<file path="src/rtl/uart_tx_fifo_pkg.sv">
// Shared definitions for the UART transmit buffer: launch FSM encoding,
// MMIO addresses and default sizing.
package uart_tx_fifo_pkg;

  typedef enum logic [1:0] {
    S_IDLE      = 2'd0,
    S_LAUNCH    = 2'd1,
    S_WAIT_BUSY = 2'd2,
    S_WAIT_DONE = 2'd3
  } tx_state_t;

  localparam logic [7:0] UART_DATA_ADDR = 8'd253;
  localparam logic [7:0] UART_STAT_ADDR = 8'd254;

  localparam int DEFAULT_DEPTH        = 8;
  localparam int DEFAULT_BUSY_TIMEOUT = 15;

endpackage

</file>
<file path="src/rtl/uart_tx_fifo_sync_fifo.sv">
// Byte FIFO with registered occupancy flags. A push into a full FIFO is
// still accepted when a pop happens on the same edge.
module uart_tx_fifo_sync_fifo
  import uart_tx_fifo_pkg::*;
#(
  parameter int DEPTH  = DEFAULT_DEPTH,
  parameter int ADDR_W = $clog2(DEPTH)
) (
  input  logic              clock,
  input  logic              reset_n,
  input  logic              push,
  input  logic              pop,
  input  logic [7:0]        wr_data,
  output logic [7:0]        rd_data,
  output logic [ADDR_W:0]   count,
  output logic              full,
  output logic              empty,
  output logic              accept
);

  logic [7:0]        mem [DEPTH];
  logic [ADDR_W-1:0] wr_ptr;
  logic [ADDR_W-1:0] rd_ptr;
  logic              do_pop;
  logic [ADDR_W:0]   count_next;

  assign do_pop  = pop & ~empty;
  assign accept  = push & (~full | do_pop);
  assign rd_data = mem[rd_ptr];

  always_comb begin
    count_next = count;
    case ({accept, do_pop})
      2'b10:   count_next = count + 1'b1;
      2'b01:   count_next = count - 1'b1;
      default: count_next = count;
    endcase
  end

  always_ff @(posedge clock or negedge reset_n) begin
    if (!reset_n) begin
      wr_ptr <= '0;
      rd_ptr <= '0;
      count  <= '0;
      full   <= 1'b0;
      empty  <= 1'b1;
    end else begin
      if (accept) wr_ptr <= wr_ptr + 1'b1;
      if (do_pop) rd_ptr <= rd_ptr + 1'b1;
      count <= count_next;
      full  <= (count_next == (ADDR_W+1)'(DEPTH));
      empty <= (count_next == '0);
    end
  end

  // Storage needs no reset: only entries behind the write pointer are read.
  always_ff @(posedge clock) begin
    if (accept) mem[wr_ptr] <= wr_data;
  end

endmodule

</file>
<file path="src/rtl/uart_tx_fifo.sv">
// Transmit buffer between the CPU data-register write and the UART begin/busy
// handshake. Handshake: one uart_begin pulse per byte, then wait for busy to
// rise (bounded by BUSY_TIMEOUT) and fall before the next launch.
module uart_tx_fifo
  import uart_tx_fifo_pkg::*;
#(
  parameter int DEPTH        = DEFAULT_DEPTH,
  parameter int ADDR_W       = $clog2(DEPTH),
  parameter int BUSY_TIMEOUT = DEFAULT_BUSY_TIMEOUT
) (
  input  logic              clock,
  input  logic              reset_n,
  input  logic              tx_en,
  input  logic              wr_en,
  input  logic [7:0]        wr_data,
  input  logic              uart_busy,
  output logic              uart_begin,
  output logic [7:0]        uart_data,
  input  logic              clr_overflow,
  output logic [ADDR_W:0]   count,
  output logic              full,
  output logic              empty,
  output logic              overflow,
  output logic [1:0]        dbg_state
);

  localparam int TO_W = $clog2(BUSY_TIMEOUT + 1);

  tx_state_t         state;
  tx_state_t         state_next;
  logic [TO_W-1:0]   to_cnt;
  logic [TO_W-1:0]   to_cnt_next;
  logic              launch;
  logic              accept;
  logic [7:0]        head;

  uart_tx_fifo_sync_fifo #(
    .DEPTH  (DEPTH),
    .ADDR_W (ADDR_W)
  ) u_fifo (
    .clock   (clock),
    .reset_n (reset_n),
    .push    (wr_en),
    .pop     (launch),
    .wr_data (wr_data),
    .rd_data (head),
    .count   (count),
    .full    (full),
    .empty   (empty),
    .accept  (accept)
  );

  always_comb begin
    state_next  = state;
    to_cnt_next = to_cnt;
    launch      = 1'b0;
    case (state)
      S_IDLE: begin
        if (!empty && tx_en && !uart_busy) begin
          state_next = S_LAUNCH;
          launch     = 1'b1;
        end
      end
      S_LAUNCH: begin
        state_next  = S_WAIT_BUSY;
        to_cnt_next = '0;
      end
      S_WAIT_BUSY: begin
        if (uart_busy) begin
          state_next = S_WAIT_DONE;
        end else begin
          // A UART that never answers is abandoned; the byte counts as sent.
          to_cnt_next = to_cnt + 1'b1;
          if (to_cnt_next == TO_W'(BUSY_TIMEOUT)) state_next = S_IDLE;
        end
      end
      S_WAIT_DONE: begin
        if (!uart_busy) state_next = S_IDLE;
      end
      default: state_next = S_IDLE;
    endcase
  end

  always_ff @(posedge clock or negedge reset_n) begin
    if (!reset_n) begin
      state      <= S_IDLE;
      to_cnt     <= '0;
      uart_begin <= 1'b0;
      uart_data  <= 8'h00;
      overflow   <= 1'b0;
    end else begin
      state      <= state_next;
      to_cnt     <= to_cnt_next;
      uart_begin <= (state_next == S_LAUNCH);
      if (launch) uart_data <= head;
      // A dropped write on the same edge as a clear leaves the flag set.
      overflow   <= (wr_en & ~accept) | (overflow & ~clr_overflow);
    end
  end

  assign dbg_state = state;

endmodule

</file>
<file path="config.mk">
export PLATFORM = sky130hd
export DESIGN_NAME = uart_tx_fifo
export DESIGN_NICKNAME = d
export VERILOG_FILES = /design/src/rtl/uart_tx_fifo_pkg.sv /design/src/rtl/uart_tx_fifo_sync_fifo.sv /design/src/rtl/uart_tx_fifo.sv
export SDC_FILE = /design/constraint.sdc
export NUM_CORES = 1
export LEC_CHECK = 0
export ABC_AREA = 0
export BUFFER_PORTS_ARGS = -buffer_cell sky130_fd_sc_hd__buf_2
export CORE_MARGIN = 2
export CORE_UTILIZATION = 40
export DETAILED_ROUTE_END_ITERATION = 6
export GPL_ROUTABILITY_DRIVEN = 0
export PLACE_DENSITY = 0.68
export SYNTH_ARGS = -nofsm -noshare
export SYNTH_HDL_FRONTEND = slang
export SYNTH_SLANG_ARGS = --single-unit
</file>
<file path="constraint.sdc">
create_clock -name clock -period 2.6 [get_ports clock]
set_clock_uncertainty 0.1 [all_clocks]
set_input_delay 0 -clock clock [delete_from_list [all_inputs] [get_ports clock]]
set_output_delay 0 -clock clock [all_outputs]
set_load 0.01 [all_outputs]
</file>
After elaboration in Yosys (flattened, before gate mapping)
Memories as Yosys holds them, arrays and structs flattened. A register that Yosys moved wholly into a read port is not among the register bits. Index checks and enable logic that the tools add are counted.

Memories kept: 1. RAM bits: 64. Output and inout bits: 18. Flip-flop bits (word level): 20.

Equality and inequality tests: 9. Multiplexer cells: 12. Add/subtract/negate cells: 5. Bitwise gates (word level): 10. Reductions and logical operators: 9.

Memories: u_fifo.mem (words 8, width 8, rd ports 1, clocked after Yosys merged registers in 1, write ports 1, RTL line uart_tx_fifo_sync_fifo.sv:21) `logic [7:0] mem [DEPTH];`.

Operator list (number): $pmux W4 S2 (2); $add A4 B1 Y4 const B (2); $eq A4 B4 Y1 const B (2); $mux W2 (4); $pmux W2 S4 (1); $add A3 B1 Y3 const B (2); $eq A2 B1 Y1 const B (3); $eq A2 B2 Y1 const B (3); $and A1 B1 Y1 (4); $logic_not A4 Y1 (1); $mux W1 (4); $mux W4 (1); $not A1 Y1 (4); $sub A4 B1 Y4 const B (1); $logic_not A1 Y1 (3); $logic_and A1 B1 Y1 (2); $logic_not A2 Y1 (1); $ne A2 B2 Y1 const B (1); $or A1 B1 Y1 (2); $reduce_and A2 Y1 (1); $reduce_bool A2 Y1 (1).

Depth between registers and ports, before layout
Gate-level depths: netlist of run 1.

Depth in word-level cells: 11. Depth in mapped cells: 11.

Hierarchy
From an unflattened synthesis of run 1, not the netlist that was laid out.

Cell total of the unflattened synthesis: 233. Area, all modules: 4008.8 um^2.

By module, submodules not included: uart_tx_fifo_sync_fifo (area each 3209.3 um^2, sequential area each 2223.4 um^2, times used 1, cells an instance 168); uart_tx_fifo (area each 799.5 um^2, sequential area each 400.4 um^2, times used 1, cells an instance 65).

Worst setup path before layout of run 1
Ideal clock, no wire load.

Path type: register -> register. Start: register state[0], in the netlist dbg_state[0]. End: register u_fifo.full. Library setup time: 0.118 ns. Stages on the path, launching flop included: 11. Data required time: 2.382 ns. Path slack: -0.269 ns. Period minus slack after synthesis: 2.869 ns. Arrival time: 2.651 ns. Cell sequence: dfrtp_1 buf_4 nor4_4 and2_2 buf_2 ha_1 ha_1 or4b_1 o311ai_0 o211ai_2 nor2b_1.

Longest elaborated chain between the ends: 8. Elaborated cells on any way between the ends: 9. Classes of those cells: eq/ne (3); mux (2); bitwise (3); reduce/logical (1).

Ends and longest elaborated chain: from (decl) (RTL line uart_tx_fifo.sv:29) `tx_state_t state;`; from (signal assigned) (RTL line uart_tx_fifo.sv:92) `state <= state_next;`; $logic_not A2 Y1 (*) (RTL line uart_tx_fifo.sv:57) `case (state)`; $mux W1 (*) (RTL line uart_tx_fifo.sv:57); $and A1 B1 Y1 (*) (RTL line uart_tx_fifo_sync_fifo.sv:27) `assign do_pop = pop & ~empty;`; via u_fifo.do_pop (RTL line uart_tx_fifo_sync_fifo.sv:24) `logic do_pop;`; $or A1 B1 Y1 (RTL line uart_tx_fifo_sync_fifo.sv:28) `assign accept = push & (~full | do_pop);`; $and A1 B1 Y1 (RTL line uart_tx_fifo_sync_fifo.sv:28); $eq A2 B1 Y1 or $eq A2 B2 Y1 (tied branches) (RTL line uart_tx_fifo_sync_fifo.sv:33) `case ({accept, do_pop})`; $pmux W4 S2 (*) (RTL line uart_tx_fifo_sync_fifo.sv:33); via u_fifo.count_next[3] (RTL line uart_tx_fifo_sync_fifo.sv:25) `logic [ADDR_W:0] count_next;`; $eq A4 B4 Y1 (*) (RTL line uart_tx_fifo_sync_fifo.sv:51) `full <= (count_next == (ADDR_W+1)'(DEPTH));`; to (signal assigned) (RTL line uart_tx_fifo_sync_fifo.sv:51); to (decl) (RTL line uart_tx_fifo_sync_fifo.sv:16) `output logic full,`.

The timed path passes the listed nets; every way through them passes the cells marked *. A chain may end at the register's enable or synchronous reset.

Final worst setup path of run 1
Start: register state[1], in the netlist dbg_state[1]. End: register u_fifo.full.

Longest elaborated chain between the ends: 8. Elaborated cells on any way between the ends: 9. Classes of those cells: eq/ne (3); mux (2); bitwise (3); reduce/logical (1).

Ends and longest elaborated chain (RTL line): $logic_not A2 Y1 (*) (uart_tx_fifo.sv:57); $mux W1 (*) (uart_tx_fifo.sv:57); $and A1 B1 Y1 (*) (uart_tx_fifo_sync_fifo.sv:27); $or A1 B1 Y1 (uart_tx_fifo_sync_fifo.sv:28); $and A1 B1 Y1 (uart_tx_fifo_sync_fifo.sv:28); $eq A2 B1 Y1 or $eq A2 B2 Y1 (tied branches) (uart_tx_fifo_sync_fifo.sv:33); $pmux W4 S2 (*) (uart_tx_fifo_sync_fifo.sv:33); via u_fifo.count_next[3] (uart_tx_fifo_sync_fifo.sv:25); $eq A4 B4 Y1 (*) (uart_tx_fifo_sync_fifo.sv:51).

Marks and branches as above.

==> results_dict.tcl, run 1 <==
set metrics [dict create \
    ant_nets 0 \
    setup_viol 0 \
    max-cap-violations 0 \
    design_area_um2 4630 \
    clockBufferDepth 2 \
    dieArea_um2 10500 \
    avgSynthCellArea_um2 16.4 \
    placed_area_um2 4240 \
    p_sw_frac 0.335 \
    start_util 0.416 \
    rsz0062_at_grt "true" \
    root_buffer "clkbuf_8" \
    grtUsageTotal 0.150 \
    cts_max_level 3 \
    grt_pass1_vias 2221 \
    yosys.cell_types.count 44 \
    cp.arrival_ns 2.69 \
    synth_top_area_cell "edfxtp_1" \
    clk_latency_ns 0.36 \
    start_kind "flip-flop" \
    io_buffers 31 \
    dr.pass1.iters 4 \
    fp-row-count 35 \
    wl_met3_um 180 \
    cts_made_buffers 9 \
    synth_cells 236 \
    cts.reportedPaths.clkPinSlew_ns 0.10 \
    antenna_found_initial 0 \
    fin_hold_ws_ns 0.116 \
    max_freq_ghz 0.393 \
    async_flop_share 0.304 \
    slew_viol_final 0 \
    synth-edff-count 64 \
    layout.nets 321 \
    dp_hpwl_um 4550 \
    grt_max_degree 29 \
    yosysSeqAreaShare 0.677 \
    syn_area_um2 3880 \
    vias 2176 \
    wirelength_um 7160 \
    gr-total-overflow 0 \
    run_status "finished clean" \
    hp-class "primary input to asynchronous set/reset pin" \
    fin_crit_sh 0.978 \
    ys_warn_count 0 \
    power.leakage_nw 1.70 \
    drt_iter0_drc 87 \
    end_kind "flip-flop" \
    syn-num-nets 258 \
    synth_common_cells "64 x edfxtp_1, 27 x dfrtp_1, 17 x nor2_1, 16 x mux4_2, 13 x a21oi_1" \
    drive_above_1_share 0.309 \
    diodes 0 \
    p_sw_mw 1.55 \
    slew-limit-headroom 0.471 \
    netlist_top_cells_area "edfxtp_1 50%, dfrtp_1 17%, mux4_2 9.3%" \
    viasPerCell 5.03 \
    wl_met2_um 3860 \
    core_um2 9330 \
    fin_crit_ns 2.54 \
    cts_tree "done" \
    max-vdd-ir-drop_mv 0.357 \
    comb_power_share 0.330 \
    syn_to_final_growth_pct 19.3 \
    die_w_um 102 \
    clockPowerShare 0.190 \
    seqPwrFrac 0.479 \
    grt_pass1_wl_um 11400 \
    hold_viol 0 \
    tightest_slew_ns 0.793 \
    ios 32 \
    cellPowerDensity_nw_per_um2 1000 \
    crit_fanout 6 \
    highest_layer "met4" \
    yosysMostFrequentCell "edfxtp_1" \
    yosys_most_used_dff "edfxtp_1" \
    synth_top_area_frac 0.496 \
    cts_sinks 92 \
    required_ns 2.75 \
    wire_per_inst_um 16.5 \
    crit_type "flip-flop to flip-flop" \
    drc 0 \
    wl_met1_um 3010 \
    final_util 0.496 \
    die_height_um 102 \
    p_int_mw 3.08 \
    synth_seq_cells 92 \
]
-- path summary, 6_finish.rpt --
check / start / to / cells past startpoint / slack [ns]
min in group clock: wr_data[1] / u_fifo.mem[4][1] / 2 / 0.35
min: reset_n / dbg_state[1] / 2 / 0.12
max: dbg_state[1] / u_fifo.full / 9 / 0.06
max in group asynchronous: reset_n / u_fifo.rd_ptr[1] / 2 / 1.84
max reg2reg: dbg_state[1] / u_fifo.full / 9 / 0.06
min reg2reg: uart_data[3] / uart_data[3] / 2 / 0.42
-- layer usage --
layer / global-route usage / vias up
li1: - / 1027
met1: 0.183 / 1110
met2: 0.259 / 30
met3: 0.0315 / 9
met4: 0.0615 / 0
met5: 0 / -
-- placed cells by master (no fill, tap or decap), drive strengths merged --
cell	netlist	layout
edfxtp	64	64
buf	10	48
dfrtp	27	27
nor2	17	17
mux4	16	16
dlygate4sd3	0	15
a21oi	13	13
inv	7	10
mux2i	9	9
clkbuf	1	9
nand2	7	7
ha	7	7
nand3	6	6
o21ai	6	6
nor3	5	5
xnor2	4	4
clkinv	1	4
nor3b	3	3
xor2	3	3
nand2b	3	3
nand3b	3	3
mux2	3	3
o211ai	3	3
nor2b	2	2
a21o	2	2
and2	2	2
nor4	1	1
or4b	1	1
o311ai	1	1
a2111o	1	1
a31oi	1	1
a21bo	1	1
o22ai	1	1
a22oi	1	1
o32ai	1	1
nand4b	1	1
fa	1	1
clkinvlp	0	1
dfstp	1	1
-- power by group through the flow --
stage	Clock [mW]	Sequential, mW	Combinational [mW]
2_1_floorplan	0	2.18	1.11
3_3_place_gp	0	2.23	1.44
3_5_place_dp	0	2.25	1.49
4_1_cts	0.919	2.22	1.52
5_1_grt	0.965	2.26	1.69
6_report	0.881	2.22	1.53
-- through the flow --
step                      std cells  setup slack (ns)  setup TNS, ns  power (mW)
after CTS                       429            0.0309              0        4.66
final                           433            0.0570              0        4.63
after global placement          398             0.147              0        3.67
after floorplan                 236           0.00508              0        3.29
after global routing            433           -0.0251        -0.0251        4.92
after detailed placement        398            0.0593              0        3.74
-- timing repair --
action,4_1_cts,5_1_grt
hold buffers,15,0
gates resized for setup,0,4
buffers inserted,0,4
endpoints found under the setup margin,0,2
hold endpoints to repair,100,0
-- worst max-delay path, stage by stage (launching register included) --
cell	delay, ns
dfrtp_1	0.42
nor4_4	0.33
a21bo_4	0.19
nand2_4	0.07
ha_4	0.20
ha_4	0.24
or4b_4	0.49
o311ai_2	0.11
o211ai_2	0.14
nor2b_1	0.15
-- cell type report --
| cell class | count | area, um^2 |
|---|---|---|
| clock inverters | 7 | 57.6 |
| well taps | 129 | 161 |
| clock buffers | 9 | 124 |
| repair buffers | 63 | 433 |
| flip-flops and latches | 92 | 2620 |
| multi-input cells | 125 | 1200 |
| fillers | 820 | 4700 |
| inverters | 8 | 30.0 |
-- cell families (layout without fill, tap and decap cells) --
| kind of cell | Yosys count | in the layout | share of synthesized area |
|---|---|---|---|
| flops | 92 | 92 | 0.677 |
| simple gates | 51 | 51 | 0.0729 |
| compound gates | 31 | 31 | 0.0523 |
| mux | 28 | 28 | 0.126 |
| buf+inv | 19 | 87 | 0.0287 |
| fa+ha+maj | 8 | 8 | 0.0278 |
| xor+xnor | 7 | 7 | 0.0158 |
-- state kept, by name, summed over array words and instances (netlist names) --
signal,count
uart_data,8
u_fifo.empty,1
u_fifo.count,4
dbg_state,2
u_fifo.full,1
uart_begin,1
overflow,1
to_cnt,4
u_fifo.wr_ptr,3
u_fifo.rd_ptr,3
u_fifo.mem,64
Note: power is estimated with default switching activity, not from simulation.
==> run 2: changes to the inputs <==
--- a/config.mk
+++ b/config.mk
@@ -5,7 +5,7 @@
 export SDC_FILE = /design/constraint.sdc
 export NUM_CORES = 1
 export LEC_CHECK = 0
-export ABC_AREA = 0
+export ABC_AREA = 1
 export BUFFER_PORTS_ARGS = -buffer_cell sky130_fd_sc_hd__buf_2
 export CORE_MARGIN = 2
 export CORE_UTILIZATION = 40
==> run 2 against run 1 <==
Area after synthesis fell by 0.16%. Sequential cell count did not move. Core utilization is 0.99 points lower. Die area decreased by 0.16%. Synthesized cell count increased by 53%. Sequential share of layout area rose by 1.2 points. Clock power rose by 7.9%. Non-clock buffer count decreased by 8. Fmax is 13% higher. Global-route usage grew 0.95 points. Register-to-register slack better by 0.29 ns. Critical endpoint is now u_fifo.empty.
==> results_dict.tcl, run 2 <==
set metrics [dict create \
    slew-limit-headroom 0.595 \
    drc 0 \
    start_kind "flip-flop" \
    drt_iter0_drc 125 \
    dieArea_um2 10500 \
    run_status "finished clean" \
    yosys.cell_types.count 26 \
    rsz0062_at_grt "false" \
    gr-total-overflow 0 \
    grt_pass1_vias 2478 \
    ios 32 \
    drive_above_1_share 0.162 \
    yosysMostFrequentCell "nand2_1" \
    grt_max_degree 35 \
    cts_max_level 3 \
    cts_tree "done" \
    async_flop_share 0.304 \
    power.leakage_nw 1.89 \
    reg_top3 "u_fifo.mem: 64 flops, uart_data: 8 flops" \
    dp_hpwl_um 4960 \
    antenna_found_initial 0 \
    syn_to_final_growth_pct 17.1 \
    die_height_um 102 \
    grt_pass1_wl_um 12300 \
    holdPathStages 6 \
    avgSynthCellArea_um2 10.7 \
    timing.rr.start "u_fifo.empty" \
    fin_crit_ns 2.25 \
    fin_hold_ws_ns 0.0147 \
    fp-row-count 35 \
    yosys_most_used_dff "edfxtp_1" \
    wire_per_inst_um 14.1 \
    cellPowerDensity_nw_per_um2 1030 \
    synth_seq_cells 92 \
    cts_resized 0 \
    post_cts_buffers 0 \
    synth_top_area_cell "edfxtp_1" \
    core_um2 9330 \
    cts_made_buffers 9 \
    ff2ff_path_depth 11 \
    setup_viol 0 \
    max-cap-violations 0 \
    die_w_um 102 \
    syn-num-nets 384 \
    clockBufferDepth 2 \
    worst_r2r_endpoint "u_fifo.empty" \
    placed_area_um2 4210 \
    slew_viol_final 0 \
    vias 2564 \
    grtUsageTotal 0.159 \
    io_buffers 31 \
    layout_commonest_cell "nand2_1" \
    crit_fanout 4 \
    n_fill_cell 840 \
    top_register "u_fifo.mem" \
    diodes 0 \
    ys_warn_count 0 \
    wirelength_um 7710 \
    syn_area_um2 3870 \
    yosysSeqAreaShare 0.678 \
    design_area_um2 4530 \
    worstHoldStart "tx_en" \
    cts_sinks 92 \
    largest_reg_flops 64 \
    required_ns 2.79 \
    dr.pass1.iters 4 \
    crit_type "flip-flop to flip-flop" \
    layout.nets 437 \
    clk_latency_ns 0.37 \
    hp-class "primary input to flip-flop" \
    mostFrequentLayoutCells "87 x nand2_1, 64 x edfxtp_1, 58 x nor2_1" \
    cts.reportedPaths.clkPinSlew_ns 0.08 \
    synth_top_area_frac 0.496 \
    hold_viol 0 \
    tightest_slew_ns 0.607 \
    synth_common_cells "87 x nand2_1, 64 x edfxtp_1, 58 x nor2_1, 31 x o21ai_0, 28 x nand3_1" \
    holdPathEnd "u_fifo.wr_ptr[0]" \
    finalPower_mw 4.66 \
    end_kind "flip-flop" \
    start_util 0.415 \
    fin_crit_sh 0.866 \
    max-vdd-ir-drop_mv 0.350 \
    ant_nets 0 \
    netlist_top_cells_area "edfxtp_1 50%, dfrtp_1 17%, nand2_1 8.4%" \
    root_buffer "clkbuf_8" \
    viasPerCell 4.67 \
    rrSetupSlack_ns 0.35 \
    synth_cells 362 \
    finalSetupTns_ns 0 \
    cp.arrival_ns 2.44 \
    max_freq_ghz 0.444 \
    synth-edff-count 64 \
]
[run 2: changes by cell type after synthesis, sizes merged, moves of 15 or more]
cell	delta
o21ai	+25
nor2	+46
nand2	+82
inv	+15
nand3	+23
mux4	-16
[run 2: per-layer routing]
metal / share of wire / up-vias / global-route usage
met3: 0.051 / 19 / 0.0445
li1: - / 1307 / -
met5: 0 / - / 0
met4: 0.026 / 0 / 0.0759
met2: 0.45 / 61 / 0.247
met1: 0.47 / 1177 / 0.208
[run 2: cells by family (layout without fill, tap and decap cells)]
family | after synthesis | in the layout | synth area share
AND/OR/NAND/NOR | 184 | 184 | 0.196
AO/OA/AOI/OAI | 37 | 37 | 0.0501
flip-flops | 92 | 92 | 0.678
adder cells (fa/ha/maj) | 8 | 8 | 0.0278
XOR/XNOR | 4 | 4 | 0.00905
buffers and inverters | 37 | 95 | 0.0391
[run 2: layout make-up]
cell class | count | area (um^2) | share of cell area
timing repair buffer | 55 | 368 | 0.0811
tap | 129 | 161 | 0.0356
clock buffer | 11 | 131 | 0.0290
sequential | 92 | 2620 | 0.579
clock inverter | 5 | 62.6 | 0.0138
inverter | 24 | 90.1 | 0.0199
multi-input combinational | 233 | 1100 | 0.242
[run 2: stage by stage]
step | setup WS (ns) | utilization | instances
after floorplan | 0.288 | - | 362
after global placement | 0.431 | 0.451 | 520
after detailed placement | 0.328 | 0.451 | 520
after CTS | 0.328 | 0.486 | 549
after global routing | 0.145 | 0.486 | 549
final | 0.348 | 0.486 | 549
[run 2: what timing repair did]
action / 4_1_cts / 5_1_grt
hold buffers: 13 / 0
setup endpoints to repair: 0 / 0
endpoints found under the hold margin: 102 / 0
[run 2: worst max path at each step]
| stage | start | end | slack [ns] | cells past startpoint |
|---|---|---|---|---|
| 6_report | u_fifo.empty | u_fifo.empty | 0.35 | 11 |
| 4_1_cts | u_fifo.empty | u_fifo.empty | 0.33 | 11 |
| 3_5_place_dp | dbg_state[1] | u_fifo.full | 0.33 | 11 |
| 2_1_floorplan | dbg_state[1] | u_fifo.full | 0.29 | 11 |
| 5_1_grt | dbg_state[1] | u_fifo.full | 0.15 | 11 |
| 3_3_place_gp | u_fifo.empty | u_fifo.full | 0.43 | 11 |
[run 2: critical path: stages, from the launching register on]
cell	delay (ns)
dfstp_2	0.53
nor2_1	0.05
nand3_2	0.10
nand2_2	0.07
nand2_2	0.08
ha_1	0.21
inv_1	0.09
fa_1	0.39
xnor2_1	0.14
a21boi_0	0.21
nand2_1	0.10
nor2_1	0.13
[run 2: report_power, final]
group          switching, mW  internal, mW  total [mW]  leakage, nW
sequential             0.197          1.92        2.11        0.928
clock                  0.500         0.450       0.951       0.0901
combinational           1.02         0.576        1.60        0.875
==> run 3: changes to the inputs <==
--- a/config.mk
+++ b/config.mk
@@ -8,10 +8,10 @@
 export ABC_AREA = 1
 export BUFFER_PORTS_ARGS = -buffer_cell sky130_fd_sc_hd__buf_2
 export CORE_MARGIN = 2
-export CORE_UTILIZATION = 40
+export CORE_UTILIZATION = 53
 export DETAILED_ROUTE_END_ITERATION = 6
 export GPL_ROUTABILITY_DRIVEN = 0
-export PLACE_DENSITY = 0.68
+export PLACE_DENSITY = 0.84
 export SYNTH_ARGS = -nofsm -noshare
 export SYNTH_HDL_FRONTEND = slang
 export SYNTH_SLANG_ARGS = --single-unit
==> run 3 against run 2 <==
Via count grew 1.4%. First-iteration DRC count grew 98%. Hold slack lost 0.0090 ns. Total power shrank 1.8%. Critical endpoint is now u_fifo.full. Non-clock buffer count fell by 3. Routed wire length shrank 0.73%. Core utilization rose by 13 points. Register-to-register slack got worse by 0.08 ns. Largest power group unchanged. Cell count down 6.0%. Highest routed layer unchanged.
==> results_dict.tcl, run 3 (synthesis gave the netlist of run 2 again) <==
set metrics [dict create \
    run_status "finished clean" \
    fin_crit_sh 0.898 \
    cts_resized 0 \
    comb_power_share 0.349 \
    grt_pass1_vias 2492 \
    ant_nets 0 \
    drive_above_1_share 0.158 \
    p_int_mw 2.83 \
    dp_hpwl_um 4900 \
    vias 2599 \
    drt_iter0_drc 247 \
    clk_latency_ns 0.36 \
    reg_top3 "u_fifo.mem: 64 flops, uart_data: 8 flops" \
    layout.nets 434 \
    top_register "u_fifo.mem" \
    max-vdd-ir-drop_mv 0.391 \
    crit_type "flip-flop to flip-flop" \
    max_freq_ghz 0.428 \
    setup_viol 0 \
    max-cap-violations 0 \
    viasPerCell 5.04 \
    fp-row-count 31 \
    dieArea_um2 8000 \
    post_cts_buffers 0 \
    regArea_um2 2620 \
    core_um2 7180 \
    dp_cells 487 \
    layout_commonest_cell "nand2_1" \
    clockBufferDepth 2 \
    cp_slowest_stage_delay_ns 0.53 \
    cp.arrival_ns 2.53 \
    cp.buffers_inverters 1 \
    slowest_stage "dfstp_2" \
    cts_tree "done" \
    mostFrequentLayoutCells "87 x nand2_1, 64 x edfxtp_1, 58 x nor2_1" \
    path_cells "nor2_1 -> nand3_2 -> nand2_2 -> nand2_2 -> ha_1 -> inv_1 -> fa_1 -> xnor2_1 -> a21boi_0 -> nand2_1 -> a21oi_1" \
    diodes 0 \
    largest_reg_flops 64 \
    fin_cells 516 \
    holdPathStages 5 \
    seqPwrFrac 0.463 \
    hold_viol 0 \
    io_buffers 31 \
    grt_max_degree 34 \
    rrSetupSlack_ns 0.27 \
    n_fill_cell 566 \
    worst_r2r_endpoint "u_fifo.full" \
    end_kind "flip-flop" \
    gr-total-overflow 0 \
    worstHoldStart "tx_en" \
    critPathTopFamily "adder cells" \
    multiInputGateArea_um2 1100 \
    hp-class "primary input to flip-flop" \
    timing.rr.start "u_fifo.empty" \
    p_sw_mw 1.74 \
    tightest_slew_ns 0.918 \
    ff2ff_path_depth 11 \
    start_util 0.539 \
    wirelength_um 7660 \
    required_ns 2.79 \
    drc 0 \
    cts_made_buffers 9 \
    die_height_um 89.5 \
    grt_pass1_wl_um 11900 \
    die_w_um 89.5 \
    clockPowerShare 0.189 \
    ios 32 \
    power.leakage_nw 1.87 \
    cts_hold_buf 13 \
    antenna_found_initial 0 \
    slew-limit-headroom 0.387 \
    cts.reportedPaths.clkPinSlew_ns 0.09 \
    finalSetupTns_ns 0 \
    fin_crit_ns 2.33 \
    slew_viol_final 0 \
    cts_sinks 92 \
    root_buffer "clkbuf_8" \
    grtUsageTotal 0.206 \
    cp_common_cell "nand2_2" \
    crit_fanout 4 \
    wire_per_inst_um 14.8 \
    rsz0062_at_grt "false" \
    dr.pass1.iters 4 \
    cts_max_level 3 \
    cellPowerDensity_nw_per_um2 1030 \
    holdPathEnd "u_fifo.wr_ptr[2]" \
    syn_to_final_growth_pct 15.0 \
    p_sw_frac 0.381 \
    start_kind "flip-flop" \
]
-- run 3: cell types whose count changed in the layout (fill, tap and decap cells not counted) --
| cell | before | now |
|---|---|---|
| clkbuf_1 | 2 | 1 |
| clkinv_2 | 0 | 1 |
| clkinvlp_4 | 2 | 1 |
| bufinv_16 | 1 | 0 |
| buf_4 | 11 | 8 |
| inv_8 | 0 | 1 |
| clkinv_4 | 1 | 0 |
| inv_6 | 1 | 2 |
| clkinvlp_2 | 0 | 1 |
-- run 3: metal layers --
layer / wire (um) / track usage
met5: 0 / 0
met4: 126 / 0.0773
met3: 444 / 0.0646
met2: 3740 / 0.327
met1: 3350 / 0.268
-- run 3: worst max path at each step --
| stage | startpoint | cells past startpoint | endpoint | slack (ns) |
|---|---|---|---|---|
| floorplan | dbg_state[1] | 11 | u_fifo.full | 0.29 |
| detailed placement | dbg_state[1] | 11 | u_fifo.full | 0.31 |
| global placement | u_fifo.empty | 11 | u_fifo.full | 0.42 |
| finish | u_fifo.empty | 11 | u_fifo.full | 0.27 |
| global route | dbg_state[1] | 10 | u_fifo.full | 0.11 |
| CTS | dbg_state[1] | 11 | u_fifo.full | 0.30 |
-- run 3: cell type report --
| type | count | share of cell area |
|---|---|---|
| inverters | 24 | 0.0202 |
| repair buffers | 52 | 0.0775 |
| flip-flops and latches | 92 | 0.589 |
| clock inverters | 6 | 0.0104 |
| multi-input cells | 233 | 0.246 |
| well taps | 99 | 0.0278 |
| clock buffers | 10 | 0.0287 |
-- run 3: through the flow --
step | area [um^2] | hold slack [ns] | total power, mW | worst slack (ns) | utilization
after detailed placement | 4150 | -0.0623 | 3.72 | 0.313 | 0.578
after global placement | 4150 | -0.0655 | 3.62 | 0.415 | 0.578
after global routing | 4450 | 0.0369 | 4.92 | 0.112 | 0.621
after floorplan | 3870 | -0.396 | 3.23 | 0.288 | -
after CTS | 4450 | 0.000500 | 4.60 | 0.301 | 0.621
final | 4450 | 0.00572 | 4.57 | 0.265 | 0.621
-- run 3: worst register-to-register path: stages, from the launching register on --
cell	delay [ns]
dfstp_2	0.53
nor2_1	0.04
nand3_2	0.12
nand2_2	0.07
nand2_2	0.08
ha_1	0.22
inv_1	0.10
fa_1	0.38
xnor2_1	0.14
a21boi_0	0.23
nand2_1	0.12
a21oi_1	0.13
-- run 3: power by group through the flow --
| stage | clock network [mW] | registers, mW | logic [mW] |
|---|---|---|---|
| after floorplan | 0 | 2.15 | 1.08 |
| after global placement | 0 | 2.13 | 1.49 |
| after detailed placement | 0 | 2.15 | 1.57 |
| after CTS | 0.878 | 2.12 | 1.60 |
| after global routing | 0.945 | 2.16 | 1.82 |
| final | 0.863 | 2.12 | 1.60 |
